==> src/rtl/uart_host_master.sv <==
// uart_host_master: host-side initiator for the UART memory-access bridge.
// Serialises req/gnt word accesses into bridge bytes and checks the echoes.
module uart_host_master #(
  parameter int         ADDR_WIDTH     = 13,
  parameter logic [7:0] PROMPT_BYTE    = 8'h20,
  parameter int         TIMEOUT_CYCLES = 2000000
) (
  input  logic                  clk_i,
  input  logic                  rst_ni,
  input  logic                  req_i,
  input  logic                  we_i,
  input  logic [ADDR_WIDTH-1:0] addr_i,
  input  logic [31:0]           wdata_i,
  output logic                  gnt_o,
  output logic                  rvalid_o,
  output logic [31:0]           rdata_o,
  output logic                  err_o,
  output logic                  tx_start_o,
  output logic [7:0]            tx_byte_o,
  input  logic                  tx_busy_i,
  input  logic                  rx_valid_i,
  input  logic [7:0]            rx_byte_i,
  input  logic                  rx_error_i
);

  localparam logic [7:0] WRITE_CMD = 8'h41;
  localparam logic [7:0] READ_CMD  = 8'h42;
  localparam logic [7:0] ALIVE     = 8'h20;
  localparam int         TW        = $clog2(TIMEOUT_CYCLES);
  localparam logic [TW-1:0] TO_LAST = TW'(TIMEOUT_CYCLES - 1);

  typedef enum logic [3:0] {
    IDLE,
    SEND_CMD,
    WAIT_CMD_ECHO,
    SEND_AH,
    WAIT_AH_ECHO,
    SEND_AL,
    WAIT_AL_ECHO,
    SEND_WD,
    WAIT_WD_ECHO,
    WAIT_RD,
    SEND_PROMPT,
    DRAIN,
    RESP
  } state_t;

  state_t r_state;
  state_t w_next;

  logic                  r_we;
  logic [ADDR_WIDTH-1:0] r_addr;
  logic [31:0]           r_wdata;
  logic [31:0]           r_rdata;
  logic [2:0]            r_cnt;
  logic                  r_err;
  logic                  r_tx_start;
  logic [7:0]            r_tx_byte;
  logic [TW-1:0]         r_to_cnt;

  logic [12:0] w_addr13;
  logic        w_send;
  logic [7:0]  w_send_byte;
  logic        w_tx_go;
  logic        w_set_err;
  logic        w_latch;
  logic        w_wd_shift;
  logic        w_rd_shift;
  logic        w_in_wait;
  logic        w_timeout;
  logic        w_rx_ok;
  logic        w_echo_ok;

  assign w_addr13  = 13'(r_addr);
  assign w_rx_ok   = rx_valid_i && !rx_error_i;
  assign w_echo_ok = (rx_byte_i == r_tx_byte);
  assign w_timeout = (r_to_cnt == TO_LAST);
  assign w_in_wait = (r_state == WAIT_CMD_ECHO) ||
                     (r_state == WAIT_AH_ECHO)  ||
                     (r_state == WAIT_AL_ECHO)  ||
                     (r_state == WAIT_WD_ECHO)  ||
                     (r_state == WAIT_RD)       ||
                     (r_state == DRAIN);

  always_comb begin
    w_next      = r_state;
    w_send      = 1'b0;
    w_send_byte = 8'h00;
    w_set_err   = 1'b0;
    w_latch     = 1'b0;
    w_wd_shift  = 1'b0;
    w_rd_shift  = 1'b0;
    unique case (r_state)
      IDLE: begin
        if (req_i) begin
          w_latch = 1'b1;
          w_next  = SEND_CMD;
        end
      end
      SEND_CMD: begin
        w_send      = 1'b1;
        w_send_byte = r_we ? WRITE_CMD : READ_CMD;
        if (r_tx_start) w_next = WAIT_CMD_ECHO;
      end
      // The idle bridge keeps emitting ALIVE, so skip it here only
      WAIT_CMD_ECHO: begin
        if (w_rx_ok && rx_byte_i != ALIVE) begin
          if (w_echo_ok) begin
            w_next = SEND_AH;
          end else begin
            w_set_err = 1'b1;
            w_next    = RESP;
          end
        end
      end
      SEND_AH: begin
        w_send      = 1'b1;
        w_send_byte = {3'b011, w_addr13[12:8]};
        if (r_tx_start) w_next = WAIT_AH_ECHO;
      end
      WAIT_AH_ECHO: begin
        if (w_rx_ok) begin
          if (w_echo_ok) begin
            w_next = SEND_AL;
          end else begin
            w_set_err = 1'b1;
            w_next    = RESP;
          end
        end
      end
      SEND_AL: begin
        w_send      = 1'b1;
        w_send_byte = w_addr13[7:0];
        if (r_tx_start) w_next = r_we ? WAIT_AL_ECHO : WAIT_RD;
      end
      WAIT_AL_ECHO: begin
        if (w_rx_ok) begin
          if (w_echo_ok) begin
            w_next = SEND_WD;
          end else begin
            w_set_err = 1'b1;
            w_next    = RESP;
          end
        end
      end
      SEND_WD: begin
        w_send      = 1'b1;
        w_send_byte = r_wdata[31:24];
        if (r_tx_start) w_next = WAIT_WD_ECHO;
      end
      WAIT_WD_ECHO: begin
        if (w_rx_ok) begin
          if (w_echo_ok) begin
            w_wd_shift = 1'b1;
            w_next     = (r_cnt == 3'd3) ? RESP : SEND_WD;
          end else begin
            w_set_err = 1'b1;
            w_next    = RESP;
          end
        end
      end
      WAIT_RD: begin
        if (w_rx_ok) begin
          w_rd_shift = 1'b1;
          w_next     = SEND_PROMPT;
        end
      end
      // The fourth prompt idles the bridge, which then repeats byte 4
      SEND_PROMPT: begin
        w_send      = 1'b1;
        w_send_byte = PROMPT_BYTE;
        if (r_tx_start) w_next = (r_cnt == 3'd4) ? DRAIN : WAIT_RD;
      end
      DRAIN: begin
        if (w_rx_ok) w_next = RESP;
      end
      RESP: w_next = IDLE;
      default: w_next = IDLE;
    endcase
    if (w_in_wait) begin
      if (rx_valid_i && rx_error_i) begin
        w_set_err = 1'b1;
        w_next    = RESP;
      end else if (!rx_valid_i && w_timeout) begin
        w_set_err = 1'b1;
        w_next    = RESP;
      end
    end
  end

  assign w_tx_go = w_send && !r_tx_start && !tx_busy_i;

  always_ff @(posedge clk_i or negedge rst_ni) begin
    if (!rst_ni) r_state <= IDLE;
    else         r_state <= w_next;
  end

  always_ff @(posedge clk_i or negedge rst_ni) begin
    if (!rst_ni) begin
      r_tx_start <= 1'b0;
      r_tx_byte  <= 8'h00;
    end else begin
      r_tx_start <= w_tx_go;
      if (w_tx_go) r_tx_byte <= w_send_byte;
    end
  end

  always_ff @(posedge clk_i or negedge rst_ni) begin
    if (!rst_ni) begin
      r_we    <= 1'b0;
      r_addr  <= '0;
      r_wdata <= 32'h0;
      r_rdata <= 32'h0;
      r_cnt   <= 3'd0;
    end else if (w_latch) begin
      r_we    <= we_i;
      r_addr  <= addr_i;
      r_wdata <= wdata_i;
      r_rdata <= 32'h0;
      r_cnt   <= 3'd0;
    end else if (w_wd_shift) begin
      r_wdata <= {r_wdata[23:0], 8'h00};
      r_cnt   <= r_cnt + 3'd1;
    end else if (w_rd_shift) begin
      r_rdata <= {r_rdata[23:0], rx_byte_i};
      r_cnt   <= r_cnt + 3'd1;
    end
  end

  always_ff @(posedge clk_i or negedge rst_ni) begin
    if (!rst_ni)                   r_to_cnt <= '0;
    else if (!w_in_wait)           r_to_cnt <= '0;
    else if (rx_valid_i)           r_to_cnt <= '0;
    else if (r_to_cnt != {TW{1'b1}}) r_to_cnt <= r_to_cnt + 1'b1;
  end

  always_ff @(posedge clk_i or negedge rst_ni) begin
    if (!rst_ni)               r_err <= 1'b0;
    else if (r_state == RESP)  r_err <= 1'b0;
    else if (w_set_err)        r_err <= 1'b1;
  end

  assign gnt_o      = rst_ni && (r_state == IDLE) && req_i;
  assign rvalid_o   = (r_state == RESP);
  assign err_o      = rvalid_o && r_err;
  assign rdata_o    = (rvalid_o && !r_err && !r_we) ? r_rdata : 32'h0;
  assign tx_start_o = r_tx_start;
  assign tx_byte_o  = r_tx_byte;

endmodule

==> config.mk <==
export PLATFORM = sky130hd
export DESIGN_NAME = uart_host_master
export DESIGN_NICKNAME = d
export VERILOG_FILES = /design/src/rtl/uart_host_master.sv
export SDC_FILE = /design/constraint.sdc
export NUM_CORES = 1
export LEC_CHECK = 0
export ABC_AREA = 1
export CAP_MARGIN = 20
export CELL_PAD_IN_SITES_DETAIL_PLACEMENT = 1
export CELL_PAD_IN_SITES_GLOBAL_PLACEMENT = 2
export CORE_AREA = 4 4 142 144
export CTS_BUF_LIST = sky130_fd_sc_hd__clkbuf_8
export DETAILED_ROUTE_END_ITERATION = 10
export DIE_AREA = 0 0 146 148
export PLACE_DENSITY_LB_ADDON = 0.1
export SKIP_LAST_GASP = 1
export SLEW_MARGIN = 20
export SYNTH_ARGS = -nofsm -noshare
export SYNTH_HDL_FRONTEND = slang
export SYNTH_SLANG_ARGS = --single-unit
==> constraint.sdc <==
create_clock -name clk_i -period 1.8 [get_ports clk_i]
set_input_delay 0.45 -clock clk_i [delete_from_list [all_inputs] [get_ports clk_i]]
set_output_delay 0.45 -clock clk_i [all_outputs]
set_load 0.005 [all_outputs]
# After elaboration in Yosys (flattened, before gate mapping)

Index checks and enable logic that the tools add are counted.

Equality and inequality tests: 20
$add $sub $neg: 2
Reduce and logical (&&, ||, !) cells: 30
Muxes and demuxes: 54

Operator list:

| operator              | count |
|---|---|
| $mux 32               | 6 |
| $mux 4                | 21 |
| $mux 21               | 3 |
| $pmux 4 s12           | 1 |
| $pmux 8 s5            | 1 |
| $add 21x1->21 const B | 1 |
| $eq 21x21->1 const B  | 1 |
| $ne 21x21->1 const B  | 1 |
| $eq 4x4->1 const B    | 5 |
| $eq 4x3->1 const B    | 4 |
| $mux 1                | 16 |
| $logic_and 1x1->1     | 11 |
| $mux 3                | 3 |
| $eq 4x2->1 const B    | 2 |
| $eq 8x8->1            | 1 |
| $ne 8x6->1 const B    | 1 |
| $logic_not 1->1       | 6 |
| $reduce_bool 2->1     | 3 |
| $logic_or 1x1->1      | 5 |
| $reduce_or 5->1       | 1 |
| $eq 4x1->1 const B    | 1 |
| $logic_not 4->1       | 1 |
| $mux 2                | 2 |
| $add 3x1->3 const B   | 1 |
| other kinds (8)       | 8 |

Bits in registers: 116
Output and inout port bits: 44

# Logic depth before layout (Yosys ltp)

Gate-level depths: netlist (run 1).

Depth after elaboration: 10
Depth in mapped cells: 14

# Worst setup path before layout (run 1)

OpenSTA, ideal clock, no wires.

Path kind: reg2out
Start: register r_state[0]
End: output rdata_o[10]
Cell stages (with the launch flop): 7
Setup slack: 0.088 ns
Required time: 1.350 ns
Buffers on the path: 1
Arrival time: 1.262 ns
Cells stage by stage: dfrtp_1 > nor2_1 > inv_1 > nor2_1 > nand2_1 > clkbuf_1 > nor2_1

Longest elaborated chain between the ends: 4

Ends and longest elaborated chain:

| item                           | RTL line | RTL |
|---|---|---|
| from (decl)                    | 48       | `state_t r_state;` |
| from (signal assigned)         | 195      | `else r_state <= w_next;` |
| $eq 4x4->1                     | 244      | `assign rvalid_o = (r_state == RESP);` |
| net rvalid_o                   | 15       | `output logic rvalid_o,` |
| $logic_and 1x1->1 (2 in a row) | 246      | `assign rdata_o = (rvalid_o && !r_err && !r_we) ? r_rdata : 32'h0;` |
| $mux 32                        | 246      |  |
| to (decl)                      | 16       | `output logic [31:0] rdata_o,` |

The timed path passes the listed nets, and every way through them passes these cells.

# Worst setup path after layout (run 1)

Start: register r_state[1]
End: output rdata_o[8]

Longest elaborated chain between the ends: 4

Ends and longest elaborated chain:

| item                           | RTL line |
|---|---|
| $eq 4x4->1                     | 244 |
| $logic_and 1x1->1 (2 in a row) | 246 |
| $mux 32                        | 246 |

No other way between the ends.

==> metrics.yaml, run 1 <==
setup_path:
  path_class: "reg2out"
  start_kind: "flop"
  crit_arrival_ns: 1.67
  cp.required_ns: 1.35
  worst_setup_path_end_kind: "primary output"
  worstPathMaxFanout: 7
yosys:
  synth_area_mm2: 0.00593
  syn-mean-instance-area_um2: 7.87
  syn-num-nets: 818
  netlist_instances: 754
  synth.distinct_cells: 38
  ys_seq_area_frac: 0.489
  ys_warn_count: 0
  ys_ff_latch: 116
status:
  violations: "setup timing"
  status: "finished, violations left"
clock_network:
  hold_buffers: 0
  cts.path.max_buffers: 2
  cts_made_buffers: 17
  cts-root-buf: "clkbuf_8"
  clk_latency_ns: 0.45
  clkTransAtPathRegs_ns: 0.08
  cts_tree: "built"
  clock-sinks: 116
  htree_levels: 4
timing:
  worst_clock_skew_ns: 0.0177
  setup_tns_ns: -23.55
  max_freq_mhz: 472
  period_needed_ns: 2.12
  final-hold-violation-count: 0
  setup_viol: 133
  final.setup.worst_slack_ns: -0.319
  slew_violations: 0
  grt_setup_unrepaired: "yes"
  tightest_slew_ns: 0.601
  period_share: 1.18
  maxSlewHeadroom: 0.599
power:
  p_int_mw: 7.47
  p_per_area_mw_per_mm2: 1250
  comb_power_share: 0.463
  clkPwrFrac: 0.211
  pwr-share-seq: 0.325
  power.switching_mw: 4.66
  p_leak_nw: 4.38
  max-vdd-ir-drop_mv: 0.511
  power_mw: 12.1
  swShare: 0.384
global_route:
  grt_overflow: 0
  grt_start_max_net_pins: 71
  grt_pass1_vias: 6326
  grt_usage: 0.185
  antenna_found_initial: 0
  grt_pass1_wl_um: 32400
die:
  dieArea_mm2: 0.0216
  core_area_mm2: 0.0187
  num_rows: 50
  initial_core_util: 0.317
  die-height_um: 148
  io_pins: 104
  die_w_um: 146
detailed_routing:
  antenna_left: 0
  drc: 0
  vias_per_cell: 4.86
  routed_wl_um: 21500
  vias: 5918
  first_pass_iters: 4
  drt-wirelength-per-cell_um: 17.7
  drtIter0Drc: 215
finish:
  area_delta_synth_final_pct: 63.5
  layout.nets: 1035
  n_fill_cell: 2127
  mostFrequentLayoutCell: "nand2_1"
  fin_util: 0.519
  final_cell_area_mm2: 0.00970
  diodes: 0
  drive_gt1_frac: 0.408
  layout_common_cells: "nand2_1 (166), dfrtp_1 (115), inv_1 (88)"
flow_run:
  drv_cap: 0
placed_design:
  io_buffers: 103
  place_area_mm2: 0.00775
  gp_congestion: 0.868
  hpwl_um: 14600
  dp_slack_ns: -0.443
hold_path:
  hold_path.class: "in2async"
[Yosys cell counts]
cell type | number | share of area
nand2_1 | 198 | 0.13
dfrtp_1 | 116 | 0.49
inv_1 | 94 | 0.059
nor2_1 | 86 | 0.054
nand3_1 | 36 | 0.030
o22ai_1 | 36 | 0.038
o21ai_0 | 24 | 0.020
inv_2 | 15 | 0.0095
a21oi_1 | 14 | 0.012
nand4_1 | 13 | 0.014
o21ai_1 | 13 | 0.011
clkbuf_1 | 12 | 0.0076
nor3_1 | 11 | 0.0093
o211ai_1 | 11 | 0.014
nand2_2 | 9 | 0.0095
nor2_4 | 9 | 0.017
a31oi_1 | 8 | 0.0084
buf_2 | 6 | 0.0051
nor2_2 | 5 | 0.0053
a21oi_2 | 4 | 0.0059
ha_1 | 4 | 0.0084
o21ai_2 | 4 | 0.0059
xnor2_1 | 4 | 0.0059
a221oi_1 | 3 | 0.0044
a22oi_1 | 3 | 0.0038
buf_6 | 3 | 0.0057
nor4_1 | 2 | 0.0021
a211oi_1 | 1 | 0.0013
a21o_1 | 1 | 0.0013
a31o_2 | 1 | 0.0015
buf_4 | 1 | 0.0013
clkinv_1 | 1 | 0.00063
clkinv_4 | 1 | 0.0015
nand2_4 | 1 | 0.0019
nand3_4 | 1 | 0.0030
nor3_2 | 1 | 0.0017
nor3_4 | 1 | 0.0027
nor3b_2 | 1 | 0.0021
[critical path, cell delays in order (launching register included)]
cell and delay [ns]:
dfrtp_1 0.38, nor2_2 0.13, inv_2 0.06, nor2_4 0.11, nand2_4 0.12, clkbuf_16 0.20
nor2_2 0.09, buf_2 0.12
[final timing paths]
path                             from            to  slack, ns  cells past startpoint
max reg2reg                r_state[2]   r_wdata[15]      -0.22                     15
max                        r_state[1]    rdata_o[8]      -0.32                      7
min reg2reg                 r_addr[9]     r_addr[9]       0.49                      2
min in group clk_i          r_addr[9]     r_addr[9]       0.49                      2
max in group asynchronous      rst_ni          r_we       1.08                      3
min                            rst_ni  r_to_cnt[15]       0.20                      3
[per-stage QoR]
stage	instances	hold WS, ns
detailed placement	1142	0.470
CTS	1188	0.211
global route	1217	0.224
floorplan	754	0.154
finish	1217	0.202
global placement	1142	0.460
[power groups by stage]
stage	registers (mW)	clock network [mW]	logic [mW]
floorplan	3.76	0	2.00
global placement	3.87	0	3.45
detailed placement	3.90	0	3.56
CTS	3.83	2.63	3.99
global route	4.03	2.78	6.12
finish	3.95	2.57	5.62
[registers in the layout, summed over array words and instances (netlist names)]
name and cells:
r_rdata 32, r_wdata 32, r_to_cnt 21, r_addr 13, tx_byte_o 8, r_state 4
r_cnt 3, r_err 1, r_we 1, tx_start_o 1
[final cells by class]
type	count	area, um^2	area share
Tap cell	234	293	0.0302
Sequential cell	116	2900	0.299
Inverter	111	468	0.0482
Clock buffer	20	275	0.0284
Clock inverter	11	135	0.0139
Timing Repair Buffer	220	2180	0.225
Multi-Input combinational cell	505	3440	0.355
[cell families (layout without fill, tap and decap cells)]
kind of cell,Yosys count,count (layout),synth area share
compound gates,123,123,0.127
xor+xnor,4,4,0.00590
fa+ha+maj,4,4,0.00844
buf+inv,133,362,0.0907
flops,116,116,0.489
simple gates,374,374,0.278
[per-layer routing]
metal,GRT usage,share of wire,up-vias
met2,0.320,0.52,94
met1,0.239,0.45,2929
met3,0.0359,0.025,15
met5,0,0,-
met4,0.0499,0.010,0
li1,-,-,2880
[what timing repair did]
item | 4_1_cts | 5_1_grt
gates cloned | 1 | 9
hold endpoints to repair | 0 | 0
buffers inserted | 17 | 23
pin swaps | 14 | 45
gates resized for setup | 165 | 298
endpoints found under the setup margin | 96 | 135
Power figures use the tool's default switching activity.
==> run 2: changes to the inputs <==
--- a/config.mk
+++ b/config.mk
@@ -9,10 +9,10 @@
 export CAP_MARGIN = 20
 export CELL_PAD_IN_SITES_DETAIL_PLACEMENT = 1
 export CELL_PAD_IN_SITES_GLOBAL_PLACEMENT = 2
-export CORE_AREA = 4 4 142 144
+export CORE_AREA = 4 4 138 140
 export CTS_BUF_LIST = sky130_fd_sc_hd__clkbuf_8
 export DETAILED_ROUTE_END_ITERATION = 10
-export DIE_AREA = 0 0 146 148
+export DIE_AREA = 0 0 142 144
 export PLACE_DENSITY_LB_ADDON = 0.1
 export SKIP_LAST_GASP = 1
 export SLEW_MARGIN = 20
==> constraint.sdc (replaced) <==
create_clock -name clk_i -period 2.71 [get_ports clk_i]
set_input_delay 0.6775 -clock clk_i [delete_from_list [all_inputs] [get_ports clk_i]]
set_output_delay 0.6775 -clock clk_i [all_outputs]
set_load 0.005 [all_outputs]
==> run 2 against run 1 <==
  * The run still ends with setup timing left
  * Sequential power is 35% lower
  * Utilization fell by 7.6 points
  * Via count decreased by 7.0%
  * Final cell count shrank 7.7%
  * First-iteration DRC count increased by 0.47%
  * Critical endpoint is now rdata_o[7]
  * Clock skew fell by 0.0066 ns
  * Worst hold slack better by 0.18 ns
  * Design area shrank 19%
  * Flip-flop and latch count unchanged
  * Sequential share of layout area increased by 6.8 points
  * Total power shrank 48%
==> metrics.yaml, run 2 (synthesis results as in run 1) <==
power:
  p_per_area_mw_per_mm2: 802  # -36%
  p_leak_nw: 3.97  # -9.3%
  max-vdd-ir-drop_mv: 0.389  # -24%
setup_path:
  path_class: "reg2out"
  slowest_delay_ns: 0.50  # +0.12 ns
  r2r_slack_ns: 0.68  # +0.90 ns
  cp_slowest_cell: "clkdlybuf4s50_1"
  worst_setup_path_end_kind: "primary output"
  cp.required_ns: 2.03  # +0.68 ns
  crit_arrival_ns: 2.04  # +0.37 ns
  worstPathMaxFanout: 8  # +1
  crit_top_cell: "nor2_4"
  critical_path.cell_chain: "nor2_4, inv_2, nor2_4, nand2_4, clkbuf_16, nor2_2, clkdlybuf4s50_1"
  start_kind: "flop"
finish:
  drive_gt1_frac: 0.143  # -0.265
  instances_no_fill: 1123  # -7.7%
  layout.nets: 945  # -8.7%
  mostFrequentLayoutCell: "nand2_1"
  area_delta_synth_final_pct: 33.1
  top_regs: "r_rdata: 32 flops, r_wdata: 32 flops, r_to_cnt: 21 flops"
  layout_common_cells: "nand2_1 (197), dfrtp_1 (116), inv_1 (93)"
  diodes: 0  # unchanged
timing:
  tightest_slew_ns: 0.833  # +0.232 ns
  grt_setup_unrepaired: "yes"
  period_needed_ns: 2.72
  maxSlewHeadroom: 0.444  # -0.155
  final.setup.worst_slack_ns: -0.0110  # +0.308 ns
  worst_clock_skew_ns: 0.0112  # -0.00656 ns
  max_freq_mhz: 368
  slew_violations: 0  # unchanged
  final-hold-violation-count: 0  # unchanged
  setup_viol: 1  # -99%
  period_share: 1.00
placed_design:
  io_buffers: 103  # unchanged
  hpwl_um: 13700  # -5.9%
  gp_congestion: 0.860  # -0.96%
  placed_cells: 1083  # -5.2%
  dp_slack_ns: 0.0267  # +0.469 ns
clock_network:
  clkTransAtPathRegs_ns: 0.07  # about the same
  cts_made_buffers: 17  # unchanged
  htree_levels: 4  # unchanged
  hold_buffers: 0  # unchanged
  cts-root-buf: "clkbuf_8"
  clock-sinks: 116  # unchanged
  clk_latency_ns: 0.45  # about the same
  cts_tree: "built"
  cts.path.max_buffers: 2  # unchanged
status:
  status: "finished, violations left"
  violations: "setup timing"
die:
  die-height_um: 144  # -2.7%
  dieArea_mm2: 0.0204  # -5.4%
  io_pins: 104  # unchanged
  num_rows: 49  # -2.0%
  die_w_um: 142  # -2.7%
  initial_core_util: 0.333  # +0.0154
  core_area_mm2: 0.0178  # -4.6%
detailed_routing:
  routed_wl_um: 18600  # -14%
  drtIter0Drc: 216  # +0.47%
  vias_per_cell: 4.90  # +0.79%
  drt-wirelength-per-cell_um: 16.6  # -6.3%
  drc: 0  # unchanged
  antenna_left: 0  # unchanged
  vias: 5504  # -7.0%
  first_pass_iters: 4  # unchanged
global_route:
  antenna_found_initial: 0  # unchanged
  grt_overflow: 0  # unchanged
  grt_start_max_net_pins: 64  # -9.9%
  grt_usage: 0.187  # +0.00186
  grt_pass1_vias: 5935  # -6.2%
  grt_pass1_wl_um: 30300  # -6.4%
hold_path:
  hold_path.class: "in2async"
flow_run:
  drv_cap: 0  # unchanged
-- run 2: changes by cell type in the layout (fill, tap and decap cells not counted), moves of 13 or more --
| cell | before | now |
|---|---|---|
| buf_2 | 30 | 0 |
| o21ai_0 | 6 | 24 |
| buf_6 | 27 | 0 |
| o21ai_2 | 19 | 4 |
| nand2_2 | 22 | 9 |
| buf_12 | 15 | 2 |
| nor2_1 | 32 | 73 |
| buf_4 | 71 | 24 |
| nor2_4 | 42 | 11 |
| o22ai_2 | 24 | 0 |
| nand2_1 | 166 | 197 |
| o22ai_1 | 7 | 36 |
| dlymetal6s2s_1 | 0 | 27 |
| nand2_4 | 15 | 2 |
-- run 2: timing repair --
action,in CTS,in global routing
setup endpoints to repair,35,31
resized for setup,17,35
buffers inserted,2,4
cloned,0,2
pin swaps,2,0
-- run 2: area by class of cell --
cell class / count / area, um^2
Fill cell: 2174 / 9940
Sequential cell: 116 / 2900
Multi-Input combinational cell: 505 / 2540
Timing Repair Buffer: 130 / 1350
Inverter: 111 / 422
Tap cell: 229 / 287
Clock buffer: 17 / 234
Clock inverter: 15 / 159
-- run 2: per-stage QoR --
step / setup TNS (ns) / util / total power [mW] / hold slack [ns] / cell area (um^2)
2_1_floorplan: 0 / - / 3.83 / 0.382 / 5930
3_3_place_gp: 0 / 0.409 / 4.64 / 0.460 / 7300
3_5_place_dp: 0 / 0.409 / 4.72 / 0.464 / 7300
4_1_cts: -3.17 / 0.433 / 6.40 / 0.395 / 7730
5_1_grt: -0.238 / 0.443 / 6.82 / 0.437 / 7900
6_report: -0.0110 / 0.443 / 6.34 / 0.377 / 7900
-- run 2: final timing paths --
path,from,to,cells after the start
worst max-delay path,r_state[0],rdata_o[7],7
worst min-delay path,rst_ni,r_rdata[31],2
worst max register to register,r_to_cnt[0],r_to_cnt[10],9
worst min register to register,r_wdata[3],r_wdata[3],2
max in group asynchronous,rst_ni,r_state[1],2
min in group clk_i,r_wdata[3],r_wdata[3],2
-- run 2: where the power goes --
part | internal, mW | switching, mW | total, mW | leakage [nW]
clock network | 0.817 | 0.794 | 1.61 | 0.180
logic | 0.861 | 1.29 | 2.15 | 2.28
registers | 2.23 | 0.347 | 2.58 | 1.52
-- run 2: routing by layer --
metal	vias to the layer above	track usage	wire length, um
li1	2695	-	-
met1	2683	0.247	8630
met2	103	0.313	9120
met3	23	0.0334	571
met4	0	0.0621	297
met5	-	0	0
-- run 2: worst max-delay path: cells and delay by family, from the launching register on --
| kind | cells | cell delay (ns) |
|---|---|---|
| buffers and inverters | 3 | 0.74 |
| DFF | 1 | 0.43 |
| and+or+nand+nor | 4 | 0.42 |
